$ cat src/rtl/perf_counter_bank.sv
// perf_counter_bank: NUM_CH event counters with snapshot shadows and a 1-deep registered read port.
// Build option: define PERF_SATURATE_EN to saturate counters on carry-out instead of wrapping.
module perf_counter_bank #(
  parameter int unsigned NUM_CH = 16,
  parameter int unsigned CNT_W  = 32,
  parameter int unsigned INC_W  = 3,
  localparam int unsigned ADDR_W = $clog2(NUM_CH)
) (
  input  logic                    clk,
  input  logic                    rst,
  input  logic                    count_en,
  input  logic [NUM_CH-1:0]       ch_mask,
  input  logic [NUM_CH*INC_W-1:0] inc,
  input  logic                    clear,
  input  logic                    snap,
  input  logic                    rd_req,
  input  logic [ADDR_W-1:0]       rd_addr,
  output logic                    rd_resp,
  output logic [CNT_W-1:0]        rd_data,
  output logic                    rd_err,
  output logic [NUM_CH-1:0]       ovf
);

  logic [CNT_W-1:0]  live     [NUM_CH];
  logic [CNT_W-1:0]  live_nxt [NUM_CH];
  logic [CNT_W-1:0]  shadow   [NUM_CH];
  logic [CNT_W:0]    inc_ext  [NUM_CH];
  logic [CNT_W:0]    sum      [NUM_CH];
  logic [NUM_CH-1:0] hit;
  logic [NUM_CH-1:0] ovf_nxt;
  logic              addr_ok;

  // Per-channel next state; clear overrides any increment in the same cycle.
  always_comb begin
    for (int unsigned i = 0; i < NUM_CH; i++) begin
      inc_ext[i]  = (CNT_W+1)'(inc[i*INC_W +: INC_W]);
      sum[i]      = {1'b0, live[i]} + inc_ext[i];
      hit[i]      = count_en & ch_mask[i];
      live_nxt[i] = live[i];
      ovf_nxt[i]  = ovf[i];
      if (clear) begin
        live_nxt[i] = '0;
        ovf_nxt[i]  = 1'b0;
      end else if (hit[i]) begin
        ovf_nxt[i] = ovf[i] | sum[i][CNT_W];
`ifdef PERF_SATURATE_EN
        live_nxt[i] = sum[i][CNT_W] ? '1 : sum[i][CNT_W-1:0];
`else
        live_nxt[i] = sum[i][CNT_W-1:0];
`endif
      end
    end
  end

  // Shadow captures the pre-edge live value, so snap+clear keeps the old counts.
  always_ff @(posedge clk or negedge rst) begin
    if (!rst) begin
      for (int unsigned i = 0; i < NUM_CH; i++) begin
        live[i]   <= '0;
        shadow[i] <= '0;
      end
      ovf <= '0;
    end else begin
      for (int unsigned i = 0; i < NUM_CH; i++) begin
        live[i] <= live_nxt[i];
        if (snap) begin
          shadow[i] <= live[i];
        end
      end
      ovf <= ovf_nxt;
    end
  end

  always_comb begin
    addr_ok = (32'(rd_addr) < NUM_CH);
  end

  // Read pipeline samples the shadow before any same-edge snap update.
  always_ff @(posedge clk or negedge rst) begin
    if (!rst) begin
      rd_resp <= 1'b0;
      rd_data <= '0;
      rd_err  <= 1'b0;
    end else begin
      rd_resp <= rd_req;
      rd_err  <= rd_req & ~addr_ok;
      if (rd_req) begin
        rd_data <= addr_ok ? shadow[rd_addr] : '0;
      end
    end
  end

endmodule

$ cat config.mk
export PLATFORM = sky130hd
export DESIGN_NAME = perf_counter_bank
export DESIGN_NICKNAME = d
export VERILOG_FILES = /design/src/rtl/perf_counter_bank.sv
export SDC_FILE = /design/constraint.sdc
export NUM_CORES = 2
export LEC_CHECK = 0
export ABC_CLOCK_PERIOD_IN_PS = 6900
export CORE_MARGIN = 1
export CORE_UTILIZATION = 31
export CTS_CLUSTER_DIAMETER = 50
export CTS_CLUSTER_SIZE = 14
export DETAILED_ROUTE_END_ITERATION = 7
export SYNTH_ARGS = -nofsm -noshare
export SYNTH_HDL_FRONTEND = slang
export SYNTH_SLANG_ARGS = --single-unit
$ cat constraint.sdc
create_clock -name clk -period 6.9 [get_ports clk]
set_clock_uncertainty 0.1 [all_clocks]
set_input_delay 1.38 -clock clk [delete_from_list [all_inputs] [get_ports clk]]
set_output_delay 1.38 -clock clk [all_outputs]
set_load 0.01 [all_outputs]
==> run_results.csv <==
group,metric,value,unit
logic_synthesis,synth_ff_type,"dfrtp_1",
critical_path,crit_type,"input port to register",
route,postRouteWirelength,142000,um
power,peakVddDrop,195,uV
cts,clkTransAtPathRegs,0.06,ns
layout,post-route-util,0.361,
cts,cts_sinks,1073,
cts,ctsResizeCount,0,
cts,worstSkewPairLatency,0.75,ns
layout,drive_above_1_share,0.205,
power,powerDensity,237,nW/um^2
critical_path,path_max_fanout,9,
timing,worst_slew_pin_slew,1.21,ns
timing,rsz0062_at_grt,"no",
timing,finalSetupViolCount,0,
timing,fmax,0.262,GHz
floorplanning,fp.dieW,409,um
power,finalPower,14.0,mW
timing,finalCritPeriodShare,0.554,
timing,min_period,3.82,ns
layout,fillCellCount,15800,
placement,place_congestion,0.838,
critical_path,worstPathRequired,7.44,ns
logic_synthesis,synth_cells,4381,
global_route,grt_max_degree,178,
outcome,outcome,"finished, final reports clean",
floorplanning,core_area,164000,um^2
floorplanning,die-area,167000,um^2
cts,cts_tree,"built",
worst_hold_path,hp-class,"register to register",
route,dr.pass1.iters,7,
floorplanning,die_h,409,um
logic_synthesis,ys_async_sr_fraction,1.00,
global_route,antenna_found_initial,15,
logic_synthesis,yosys.area.top_type,"dfrtp_1",
logic_synthesis,netlist.area_leader.share,0.523,
critical_path,crit_path_end_kind,"register",
floorplanning,row_count,148,
floorplanning,io_pins,124,
power,power_leakage,25.7,nW
global_route,grt-ovfl-total,0,
logic_synthesis,synth_fp_nets,4519,
logic_synthesis,synth_edf_count,0,
placement,io_buffers,122,
cts,hold_buffers,0,
timing,slew_violations,0,
logic_synthesis,syn-cell-area,51300,um^2
global_route,grt_use_total,0.170,
route,vias,35000,
cts,cts-root-buf,"clkbuf_16",
route,vias_per_cell,5.22,
critical_path,worstSetupStartpointType,"input port",
critical_path,cp.arrival,4.36,ns
route,ant_nets,0,
cts,clk_path_buf_depth,3,
route,routedWlPerCell,21.2,um
route,drt-initial-drc-count,3278,
logic_synthesis,syn_avg_cell_area,11.7,um^2
placement,dp_slack,2.34,ns
logic_synthesis,ys_ff_latch,1073,
placement,place_hpwl,99700,um
timing,layout_setup_ws,3.08,ns
logic_synthesis,synth.area.top_cells,"dfrtp_1, mux2_2, mux4_2, nor2_1, xor2_1",
global_route,grt_first_pass_wirelength,220000,um
global_route,grt_pass1_vias,34200,
logic_synthesis,seq_area_frac_synth,0.523,
route,drc,0,
timing,hold_viol,0,
cts,cts_max_level,3,
layout,nets,4575,
logic_synthesis,ys_warn_count,0,
cts,cts_made_buffers,114,
logic_synthesis,netlist-cell-type-count,65,
floorplanning,floorplan.initialDensity,0.314,
timing,tns,0,ns
run,max-cap-violations,0,
cts,cts_setup_buffers,0,
layout,synthToLayoutAreaGrowth,15.1,%
timing,max_slew_margin,0.191,
## cells in the mapped netlist, types with 4 or more instances
cell,n
and4_1,54
a31oi_1,8
o211ai_1,10
xor2_1,224
nor3_1,82
o22ai_1,33
mux4_2,128
a211oi_1,22
nand3_1,175
nor2b_1,33
nand4_1,157
buf_2,15
inv_1,103
dfrtp_1,1073
or3_1,49
a31o_2,5
nor4b_1,5
nor2_1,526
nand2_1,184
or2_2,6
o2111ai_1,11
nor3b_1,4
xnor2_1,180
nor4_1,69
nand4b_1,4
and2_1,47
clkbuf_1,191
o211a_1,4
o21ai_0,53
fa_1,16
a311oi_1,7
or4_1,9
buf_1,17
mux2i_1,32
and3_1,74
mux2_2,519
a21oi_1,116
ha_1,48
nand2b_1,13
a221oi_1,32
a2111oi_2,4
a41oi_1,4
## worst paths after layout
kind / start / to / slack [ns] / depth (start not counted)
max: inc[24] / ovf[8] / 3.08 / 9
min: shadow[366] / shadow[366] / 0.40 / 1
max reg2reg: live[224] / ovf[8] / 3.82 / 8
min reg2reg: shadow[366] / shadow[366] / 0.40 / 1
max in group asynchronous: rst / shadow[352] / 4.55 / 2
min in group asynchronous: rst / shadow[158] / 0.56 / 1
## stage by stage
step / hold WS (ns) / instance area [um^2] / std cells
after floorplan: 0.375 / 51300 / 4381
after global placement: 0.383 / 54900 / 6496
after detailed placement: 0.390 / 54900 / 6496
after CTS: 0.405 / 59100 / 6705
after global routing: 0.411 / 59100 / 6706
final: 0.402 / 59100 / 6707
## cell usage in the layout (no fill, tap or decap), types with 10 or more instances in the layout
master / instances
mux2i_1: 32
buf_4: 34
clkdlybuf4s50_1: 114
and4_1: 54
nor2b_1: 33
a21oi_1: 116
mux2_2: 519
buf_12: 12
a221oi_1: 32
and3_1: 74
o22ai_1: 33
o2111ai_1: 11
a211oi_1: 21
mux4_2: 128
nor2_1: 526
fa_1: 16
clkbuf_8: 10
or3_1: 49
o21ai_0: 53
dfrtp_1: 1073
nand2b_1: 12
nand2_1: 184
nand4_1: 157
clkinvlp_4: 14
inv_1: 103
inv_6: 15
nand3_1: 175
xor2_1: 224
and2_1: 47
o211ai_1: 10
ha_1: 48
nor3_1: 82
xnor2_1: 180
clkbuf_16: 114
bufinv_16: 20
nor4_1: 68
## state kept, by name, summed over array words and instances (netlist names)
signal / count
live: 512
ovf: 16
rd_data: 32
rd_resp: 1
shadow: 512
## cell families after synthesis
logic type               after synthesis  share of synthesized area
AND/OR/NAND/NOR                     1505                      0.147
flip-flops                          1073                      0.523
multiplexers                         679                      0.176
XOR/XNOR                             404                     0.0690
buffers and inverters                330                     0.0247
AO/OA/AOI/OAI                        325                     0.0412
adder cells (fa/ha/maj)               64                     0.0179
other                                  1                  0.0000731
## final cells by class
type	count	area, um^2	area share
timing repair buffer	167	1710	0.0290
antenna	2	5.00	0.0000847
multi-input combinational	2978	23200	0.393
clock buffer	133	3020	0.0512
clock inverter	76	1150	0.0195
sequential	1073	26900	0.455
inverter	103	387	0.00654
tap	2175	2720	0.0461
## metal layers
layer  wire length (um)  GRT usage
met5                 68          0
met4               4110     0.0500
met3              11000     0.0428
met2              60600      0.240
met1              66600      0.253
## critical path: stages
cell,delay (ns)
clkdlybuf4s50_1,0.47
ha_1,0.17
inv_1,0.05
fa_1,0.39
nand2b_1,0.27
a2111oi_2,0.69
nand3_1,0.35
or3_1,0.44
a21oi_1,0.14
## power by group
group	switching [mW]	internal, mW	leakage [nW]
clock network	2.82	3.96	1.99
registers	0.0889	6.36	14.9
logic	0.499	0.279	8.82
total	3.41	10.6	25.7
Power figures use the tool's default switching activity.
